--- config.mk ---
export PLATFORM = sky130hd
export DESIGN_NAME = occ_rx_link_monitor_flat
export DESIGN_NICKNAME = d
export VERILOG_FILES = /design/src/rtl/occ_rx_link_monitor_if.sv /design/src/rtl/occ_rx_link_monitor.sv /design/src/flat_wrapper.sv
export SDC_FILE = /design/constraint.sdc
export NUM_CORES = 1
export LEC_CHECK = 0
export ABC_AREA = 1
export CAP_MARGIN = 20
export CORE_UTILIZATION = 49
export CTS_BUF_LIST = sky130_fd_sc_hd__clkbuf_4 sky130_fd_sc_hd__clkbuf_8
export DETAILED_ROUTE_END_ITERATION = 8
export PLACE_DENSITY = 0.71
export SETUP_SLACK_MARGIN = 0.3
export SYNTH_ARGS = -nofsm -noshare
export SYNTH_HDL_FRONTEND = slang
export SYNTH_SLANG_ARGS = --single-unit
--- constraint.sdc ---
create_clock -name clk_i -period 4.25 [get_ports clk_i]
set_clock_uncertainty 0.1 [all_clocks]
set_input_delay 0.85 -clock clk_i [delete_from_list [all_inputs] [get_ports clk_i]]
set_output_delay 0.85 -clock clk_i [all_outputs]
set_load 0.05 [all_outputs]
--- src/rtl/occ_rx_link_monitor_if.sv ---
// PHY receive-side bundle between the GTP receive path, the link monitor
// and the downstream frame decoder.
interface occ_rx_link_monitor_if;
  logic        rx_rdy_i;
  logic [15:0] rx_data_i;
  logic [1:0]  rx_k_i;
  logic        rx_enc_err_i;
  logic        rx_buf_err_i;
  logic        rx_synced_i;
  logic        rx_resync_o;
  logic [15:0] data_o;
  logic [1:0]  k_o;
  logic        valid_o;
  logic        link_up_o;
  logic [15:0] err_cnt_o;
  logic [7:0]  resync_cnt_o;

  // PHY / stimulus side
  modport master (
    output rx_rdy_i, rx_data_i, rx_k_i, rx_enc_err_i, rx_buf_err_i, rx_synced_i,
    input  rx_resync_o, data_o, k_o, valid_o, link_up_o, err_cnt_o, resync_cnt_o
  );

  // Link monitor side
  modport slave (
    input  rx_rdy_i, rx_data_i, rx_k_i, rx_enc_err_i, rx_buf_err_i, rx_synced_i,
    output rx_resync_o, data_o, k_o, valid_o, link_up_o, err_cnt_o, resync_cnt_o
  );
endinterface

--- src/rtl/occ_rx_link_monitor.sv ---
// OCC receive link monitor: qualifies the link from consecutive IDLE words,
// drives PHY resync requests, forwards payload words and keeps statistics.
module occ_rx_link_monitor #(
  parameter logic [15:0] g_IDLE          = 16'h95bc,
  parameter logic [1:0]  g_IDLE_K        = 2'b01,
  parameter int unsigned g_NUM_IDLE_LOCK = 16,
  parameter int unsigned g_MAX_ERR       = 4,
  parameter int unsigned g_ERR_WINDOW    = 256,
  parameter int unsigned g_RESYNC_PULSE  = 4,
  parameter int unsigned g_SYNC_TIMEOUT  = 1024
) (
  input  logic                  clk_i,
  input  logic                  rst_i,
  occ_rx_link_monitor_if.slave  bus
);

  localparam int unsigned LOCK_W  = $clog2(g_NUM_IDLE_LOCK + 1);
  localparam int unsigned WERR_W  = $clog2(g_MAX_ERR + 1);
  localparam int unsigned WIN_W   = $clog2(g_ERR_WINDOW + 1);
  localparam int unsigned PULSE_W = $clog2(g_RESYNC_PULSE + 1);
  localparam int unsigned TO_W    = $clog2(g_SYNC_TIMEOUT + 1);

  localparam logic [LOCK_W-1:0]  LOCK_LAST  = LOCK_W'(g_NUM_IDLE_LOCK - 1);
  localparam logic [WERR_W-1:0]  WERR_MAX   = WERR_W'(g_MAX_ERR);
  localparam logic [WIN_W-1:0]   WIN_LAST   = WIN_W'(g_ERR_WINDOW - 1);
  localparam logic [PULSE_W-1:0] PULSE_LAST = PULSE_W'(g_RESYNC_PULSE - 1);
  localparam logic [TO_W-1:0]    TO_LAST    = TO_W'(g_SYNC_TIMEOUT - 1);

  typedef enum logic [2:0] {
    ST_DOWN,
    ST_RESYNC,
    ST_WAIT_SYNC,
    ST_HUNT,
    ST_UP
  } state_t;

  state_t              state;
  logic [LOCK_W-1:0]   lock_cnt;
  logic [WERR_W-1:0]   win_err;
  logic [WIN_W-1:0]    win_cnt;
  logic [PULSE_W-1:0]  pulse_cnt;
  logic [TO_W-1:0]     to_cnt;
  logic [15:0]         err_cnt;
  logic [7:0]          resync_cnt;

  logic                err;
  logic                idle_word;
  logic                idle;
  logic                win_wrap;
  logic [WERR_W-1:0]   win_err_nxt;
  logic                err_trip;
  logic [15:0]         err_cnt_inc;
  logic [7:0]          resync_cnt_inc;

  // Word classification, window bookkeeping and saturating increments
  always_comb begin
    err            = bus.rx_enc_err_i | bus.rx_buf_err_i;
    idle_word      = (bus.rx_data_i == g_IDLE) && (bus.rx_k_i == g_IDLE_K);
    idle           = idle_word && !err;
    win_wrap       = (win_cnt == WIN_LAST);
    // an error on the wrap cycle is the first error of the new window
    win_err_nxt    = (win_wrap ? '0 : win_err) + WERR_W'(err);
    err_trip       = err && (win_err_nxt == WERR_MAX);
    err_cnt_inc    = (err_cnt == '1) ? err_cnt : err_cnt + 16'd1;
    resync_cnt_inc = (resync_cnt == '1) ? resync_cnt : resync_cnt + 8'd1;
  end

  // Link FSM with registered outputs, counters and 1-cycle datapath
  always_ff @(posedge clk_i or posedge rst_i) begin
    if (rst_i) begin
      state            <= ST_DOWN;
      lock_cnt         <= '0;
      win_err          <= '0;
      win_cnt          <= '0;
      pulse_cnt        <= '0;
      to_cnt           <= '0;
      err_cnt          <= '0;
      resync_cnt       <= '0;
      bus.rx_resync_o  <= 1'b0;
      bus.data_o       <= '0;
      bus.k_o          <= '0;
      bus.valid_o      <= 1'b0;
      bus.link_up_o    <= 1'b0;
    end else begin
      bus.data_o  <= bus.rx_data_i;
      bus.k_o     <= bus.rx_k_i;
      bus.valid_o <= (state == ST_UP) && !err && !idle_word;

      if (!bus.rx_rdy_i) begin
        state           <= ST_DOWN;
        bus.rx_resync_o <= 1'b0;
        bus.link_up_o   <= 1'b0;
      end else begin
        case (state)
          ST_DOWN: begin
            state           <= ST_RESYNC;
            bus.rx_resync_o <= 1'b1;
            pulse_cnt       <= '0;
            resync_cnt      <= resync_cnt_inc;
          end

          ST_RESYNC: begin
            if (pulse_cnt == PULSE_LAST) begin
              state           <= ST_WAIT_SYNC;
              bus.rx_resync_o <= 1'b0;
              to_cnt          <= '0;
            end else begin
              pulse_cnt <= pulse_cnt + 1'b1;
            end
          end

          ST_WAIT_SYNC: begin
            if (bus.rx_synced_i) begin
              state    <= ST_HUNT;
              lock_cnt <= '0;
            end else if (to_cnt == TO_LAST) begin
              state           <= ST_RESYNC;
              bus.rx_resync_o <= 1'b1;
              pulse_cnt       <= '0;
              resync_cnt      <= resync_cnt_inc;
            end else begin
              to_cnt <= to_cnt + 1'b1;
            end
          end

          ST_HUNT: begin
            if (!bus.rx_synced_i) begin
              state           <= ST_RESYNC;
              bus.rx_resync_o <= 1'b1;
              pulse_cnt       <= '0;
              resync_cnt      <= resync_cnt_inc;
            end else if (idle) begin
              if (lock_cnt == LOCK_LAST) begin
                state         <= ST_UP;
                bus.link_up_o <= 1'b1;
                win_cnt       <= '0;
                win_err       <= '0;
              end else begin
                lock_cnt <= lock_cnt + 1'b1;
              end
            end else begin
              lock_cnt <= '0;
            end
          end

          ST_UP: begin
            if (err) begin
              err_cnt <= err_cnt_inc;
            end
            win_err <= win_err_nxt;
            win_cnt <= win_wrap ? '0 : win_cnt + 1'b1;
            // sync loss and error threshold together still give one entry
            if (!bus.rx_synced_i || err_trip) begin
              state           <= ST_RESYNC;
              bus.link_up_o   <= 1'b0;
              bus.rx_resync_o <= 1'b1;
              pulse_cnt       <= '0;
              resync_cnt      <= resync_cnt_inc;
            end
          end

          default: begin
            state           <= ST_DOWN;
            bus.rx_resync_o <= 1'b0;
            bus.link_up_o   <= 1'b0;
          end
        endcase
      end
    end
  end

  assign bus.err_cnt_o    = err_cnt;
  assign bus.resync_cnt_o = resync_cnt;

endmodule

--- src/flat_wrapper.sv ---
// flat-port wrapper written by rule: the top's interface ports become plain ports
module occ_rx_link_monitor_flat 
#(
  parameter logic [15:0] g_IDLE          = 16'h95bc,
  parameter logic [1:0]  g_IDLE_K        = 2'b01,
  parameter int unsigned g_NUM_IDLE_LOCK = 16,
  parameter int unsigned g_MAX_ERR       = 4,
  parameter int unsigned g_ERR_WINDOW    = 256,
  parameter int unsigned g_RESYNC_PULSE  = 4,
  parameter int unsigned g_SYNC_TIMEOUT  = 1024
)
  (clk_i, rst_i, bus_rx_rdy_i, bus_rx_data_i, bus_rx_k_i, bus_rx_enc_err_i, bus_rx_buf_err_i, bus_rx_synced_i, bus_rx_resync_o, bus_data_o, bus_k_o, bus_valid_o, bus_link_up_o, bus_err_cnt_o, bus_resync_cnt_o);
  occ_rx_link_monitor_if bus_i ();
  input  logic clk_i;
  input  logic rst_i;
  input wire logic [$bits(bus_i.rx_rdy_i)-1:0] bus_rx_rdy_i;
  input wire logic [$bits(bus_i.rx_data_i)-1:0] bus_rx_data_i;
  input wire logic [$bits(bus_i.rx_k_i)-1:0] bus_rx_k_i;
  input wire logic [$bits(bus_i.rx_enc_err_i)-1:0] bus_rx_enc_err_i;
  input wire logic [$bits(bus_i.rx_buf_err_i)-1:0] bus_rx_buf_err_i;
  input wire logic [$bits(bus_i.rx_synced_i)-1:0] bus_rx_synced_i;
  output wire logic [$bits(bus_i.rx_resync_o)-1:0] bus_rx_resync_o;
  output wire logic [$bits(bus_i.data_o)-1:0] bus_data_o;
  output wire logic [$bits(bus_i.k_o)-1:0] bus_k_o;
  output wire logic [$bits(bus_i.valid_o)-1:0] bus_valid_o;
  output wire logic [$bits(bus_i.link_up_o)-1:0] bus_link_up_o;
  output wire logic [$bits(bus_i.err_cnt_o)-1:0] bus_err_cnt_o;
  output wire logic [$bits(bus_i.resync_cnt_o)-1:0] bus_resync_cnt_o;
  assign bus_i.rx_rdy_i = bus_rx_rdy_i;
  assign bus_i.rx_data_i = bus_rx_data_i;
  assign bus_i.rx_k_i = bus_rx_k_i;
  assign bus_i.rx_enc_err_i = bus_rx_enc_err_i;
  assign bus_i.rx_buf_err_i = bus_rx_buf_err_i;
  assign bus_i.rx_synced_i = bus_rx_synced_i;
  assign bus_rx_resync_o = bus_i.rx_resync_o;
  assign bus_data_o = bus_i.data_o;
  assign bus_k_o = bus_i.k_o;
  assign bus_valid_o = bus_i.valid_o;
  assign bus_link_up_o = bus_i.link_up_o;
  assign bus_err_cnt_o = bus_i.err_cnt_o;
  assign bus_resync_cnt_o = bus_i.resync_cnt_o;
  occ_rx_link_monitor #(.g_IDLE(g_IDLE), .g_IDLE_K(g_IDLE_K), .g_NUM_IDLE_LOCK(g_NUM_IDLE_LOCK), .g_MAX_ERR(g_MAX_ERR), .g_ERR_WINDOW(g_ERR_WINDOW), .g_RESYNC_PULSE(g_RESYNC_PULSE), .g_SYNC_TIMEOUT(g_SYNC_TIMEOUT)) u_core (.clk_i(clk_i), .rst_i(rst_i), .bus(bus_i));
endmodule
==> out/results.tsv <==
metric	value	unit
rsz0062_at_grt	false	
synth_top_area_share	45.7	%
grt_pass1_wl	15.7	mm
hold_violations	0	
cts_resized	0	
io_pins	69	
seqPwrFrac	39.1	%
synth_area_leader_cell	dfrtp_1	
worst_hold_path_type	flip-flop to flip-flop	
critPathRequiredTime	4.38	ns
synth_top_cells_by_area	dfrtp_1, nand2_1, inv_1	
place_congestion	0.847	
portBuffers	68	
grt_pass1_vias	3485	
p_leak	2.41	nW
fin_ws	1.08	ns
period_share	74.5	%
critical_path.slowest_cell	clkdlybuf4s50_1	
design.die.area	9200	um2
post_drt_wl_per_cell	13.1	um
vias	3704	
critical_path_class	primary input to flip-flop	
cap_violations	0	
layout_common_cells	nand2_1, dfrtp_1, clkdlybuf4s50_1	
fmax	316	MHz
holdWs	0.379	ns
ys_types	43	
antenna_cells	0	
cts_buffers	9	
r2r_cells	14	
rows	33	
final_common_cell	nand2_1	
cts_tree	done	
htree_num_levels	3	
seq_area_frac_synth	45.7	%
max_slew_margin	45.4	%
gr-usage-all-layers	22.2	%
antenna_found_initial	0	
crit_path_max_incr_delay	0.40	ns
final_antenna_net_count	0	
cts.clk_slew.worst_paths	0.08	ns
pwr-share-comb	35.4	%
ir_drop	0.000386	V
worstPathArrival	3.30	ns
ys_ff_latch	79	
slew_violations	0	
drive_gt1_share	9.34	%
drt_iter0_drc	157	
postSynthCellCount	533	
grt_max_degree	37	
root_buffer	clkbuf_8	
internal_power	0.00156	W
ctsHoldBuffers	0	
nets	639	
swShare	39.1	%
die_w	95.9	um
fillCellCount	734	
routed_via_density	5.18	
cp_cell_sequence	clkdlybuf4s50_1, nor2_1, inv_1, ha_1, ha_1, nor3_1, nand3_4, nand2_4, nand3_4, nand2_1, o21ai_2	
drc	0	
whs_path_depth	2	
critical_path.max_fanout	15	
switchingPower	0.00100	W
worst_pin_slew	0.815	ns
dr.pass1.iters	4	
wirelength	9.36	mm
area_growth	23.2	%
start_util	51.6	%
dp_hpwl	6.98	mm
status	finished, final reports clean	
min_period	3.17	ns
synth_area	4320	um2
syn-num-nets	567	
clk_path_buf_depth	2	
setup_tns	0	ns
core-area	8380	um2
clk_latency	0.35	ns
post-cts-setup-buffers	0	
p_clk_share	25.5	%
grt_overflow	0	
crit_path_end_kind	flip-flop	
pre_cts_ws	0.732	ns
die_y	95.9	um
cts.sinks	79	
p_per_area	481	nW/um2
finalSetupViolations	0	
syn_avg_cell_area	8.11	um2
worstSetupStartpointType	primary input	
ys_warn_count	0	
[per-layer routing]
metal  track usage, %  vias to the layer above  routed length, um
li1                 -                     1862                  -
met1             27.8                     1743               4200
met2             38.3                       85               4670
met3             3.63                       14                333
met4             8.46                        0                161
met5                0                        -                  0
[power groups by stage]
stage	Sequential, W	Clock, W	Combinational (W)
2_1_floorplan	0.00118	0	0.000518
3_3_place_gp	0.00101	0	0.000881
3_5_place_dp	0.00101	0	0.000907
4_1_cts	0.00100	0.000669	0.000910
5_1_grt	0.00102	0.000697	0.00100
6_report	0.00100	0.000654	0.000907
[area by class of cell]
cell class	instances	area, um2	area share (%)
timing repair buffer	70	696	13.1
clock buffer	12	165	3.10
clock inverter	4	76.3	1.43
multi-input combinational	374	2010	37.7
sequential	79	1980	37.1
inverter	71	270	5.08
tap	105	131	2.47
[worst paths after layout]
path / slack, ns / end / startpoint
hold / removal: 0.38 / u_core.win_err[0]$_DFFE_PP0P_ / u_core.win_err[0]$_DFFE_PP0P_
min in group asynchronous: 0.88 / u_core.bus.link_up_o$_DFFE_PP0P_ / rst_i
setup / recovery: 1.08 / u_core.bus.resync_cnt_o[6]$_DFFE_PP0P_ / bus_rx_buf_err_i
max in group asynchronous: 2.37 / u_core.bus.err_cnt_o[15]$_DFFE_PP0P_ / rst_i
hold reg to reg: 0.38 / u_core.win_err[0]$_DFFE_PP0P_ / u_core.win_err[0]$_DFFE_PP0P_
setup reg to reg: 1.42 / u_core.bus.resync_cnt_o[6]$_DFFE_PP0P_ / u_core.win_cnt[0]$_DFFE_PP0P_
[critical path: cells and delay by family]
kind | cells | cell delay [ns]
AO/OA/AOI/OAI | 1 | 0.06
AND/OR/NAND/NOR | 6 | 1.33
adder cells (fa/ha/maj) | 2 | 0.52
buffers and inverters | 2 | 0.52
[cells by family after synthesis]
family	share of synthesized area (%)
AO/OA/AOI/OAI	7.33
buffers and inverters	7.79
XOR/XNOR	5.07
flip-flops	45.7
adder cells (fa/ha/maj)	2.90
AND/OR/NAND/NOR	31.2
[cells in the mapped netlist (all sizes together)]
| cell type | count |
|---|---|
| a211oi | 1 |
| a21boi | 1 |
| a21oi | 8 |
| a311oi | 1 |
| and3 | 1 |
| buf | 7 |
| clkbuf | 2 |
| clkinv | 1 |
| dfrtp | 79 |
| ha | 10 |
| inv | 70 |
| nand2 | 144 |
| nand3 | 49 |
| nand3b | 1 |
| nand4 | 13 |
| nor2 | 53 |
| nor3 | 18 |
| nor3b | 1 |
| nor4 | 2 |
| o2111ai | 1 |
| o211ai | 1 |
| o21a | 1 |
| o21ai | 36 |
| o31ai | 3 |
| or2 | 4 |
| xnor2 | 11 |
| xor2 | 14 |
[flip-flops by register name (all words and copies together) (netlist names)]
name,flops
u_core.state,3
u_core.win_err,3
u_core.bus.k_o,2
u_core.bus.link_up_o,1
u_core.bus.err_cnt_o,16
u_core.bus.resync_cnt_o,8
u_core.lock_cnt,5
u_core.win_cnt,9
u_core.pulse_cnt,3
u_core.bus.data_o,16
u_core.to_cnt,11
u_core.bus.valid_o,1
u_core.bus.rx_resync_o,1
[through the flow]
step	utilization, %	cells	power, W	area (um2)
after floorplan	-	533	0.00170	4320
after global placement	60.6	699	0.00189	5080
after detailed placement	60.6	699	0.00192	5080
after CTS	63.5	715	0.00258	5320
after global routing	63.5	715	0.00272	5320
final	63.5	715	0.00256	5320
No activity file was read; power rests on OpenSTA's default activity.
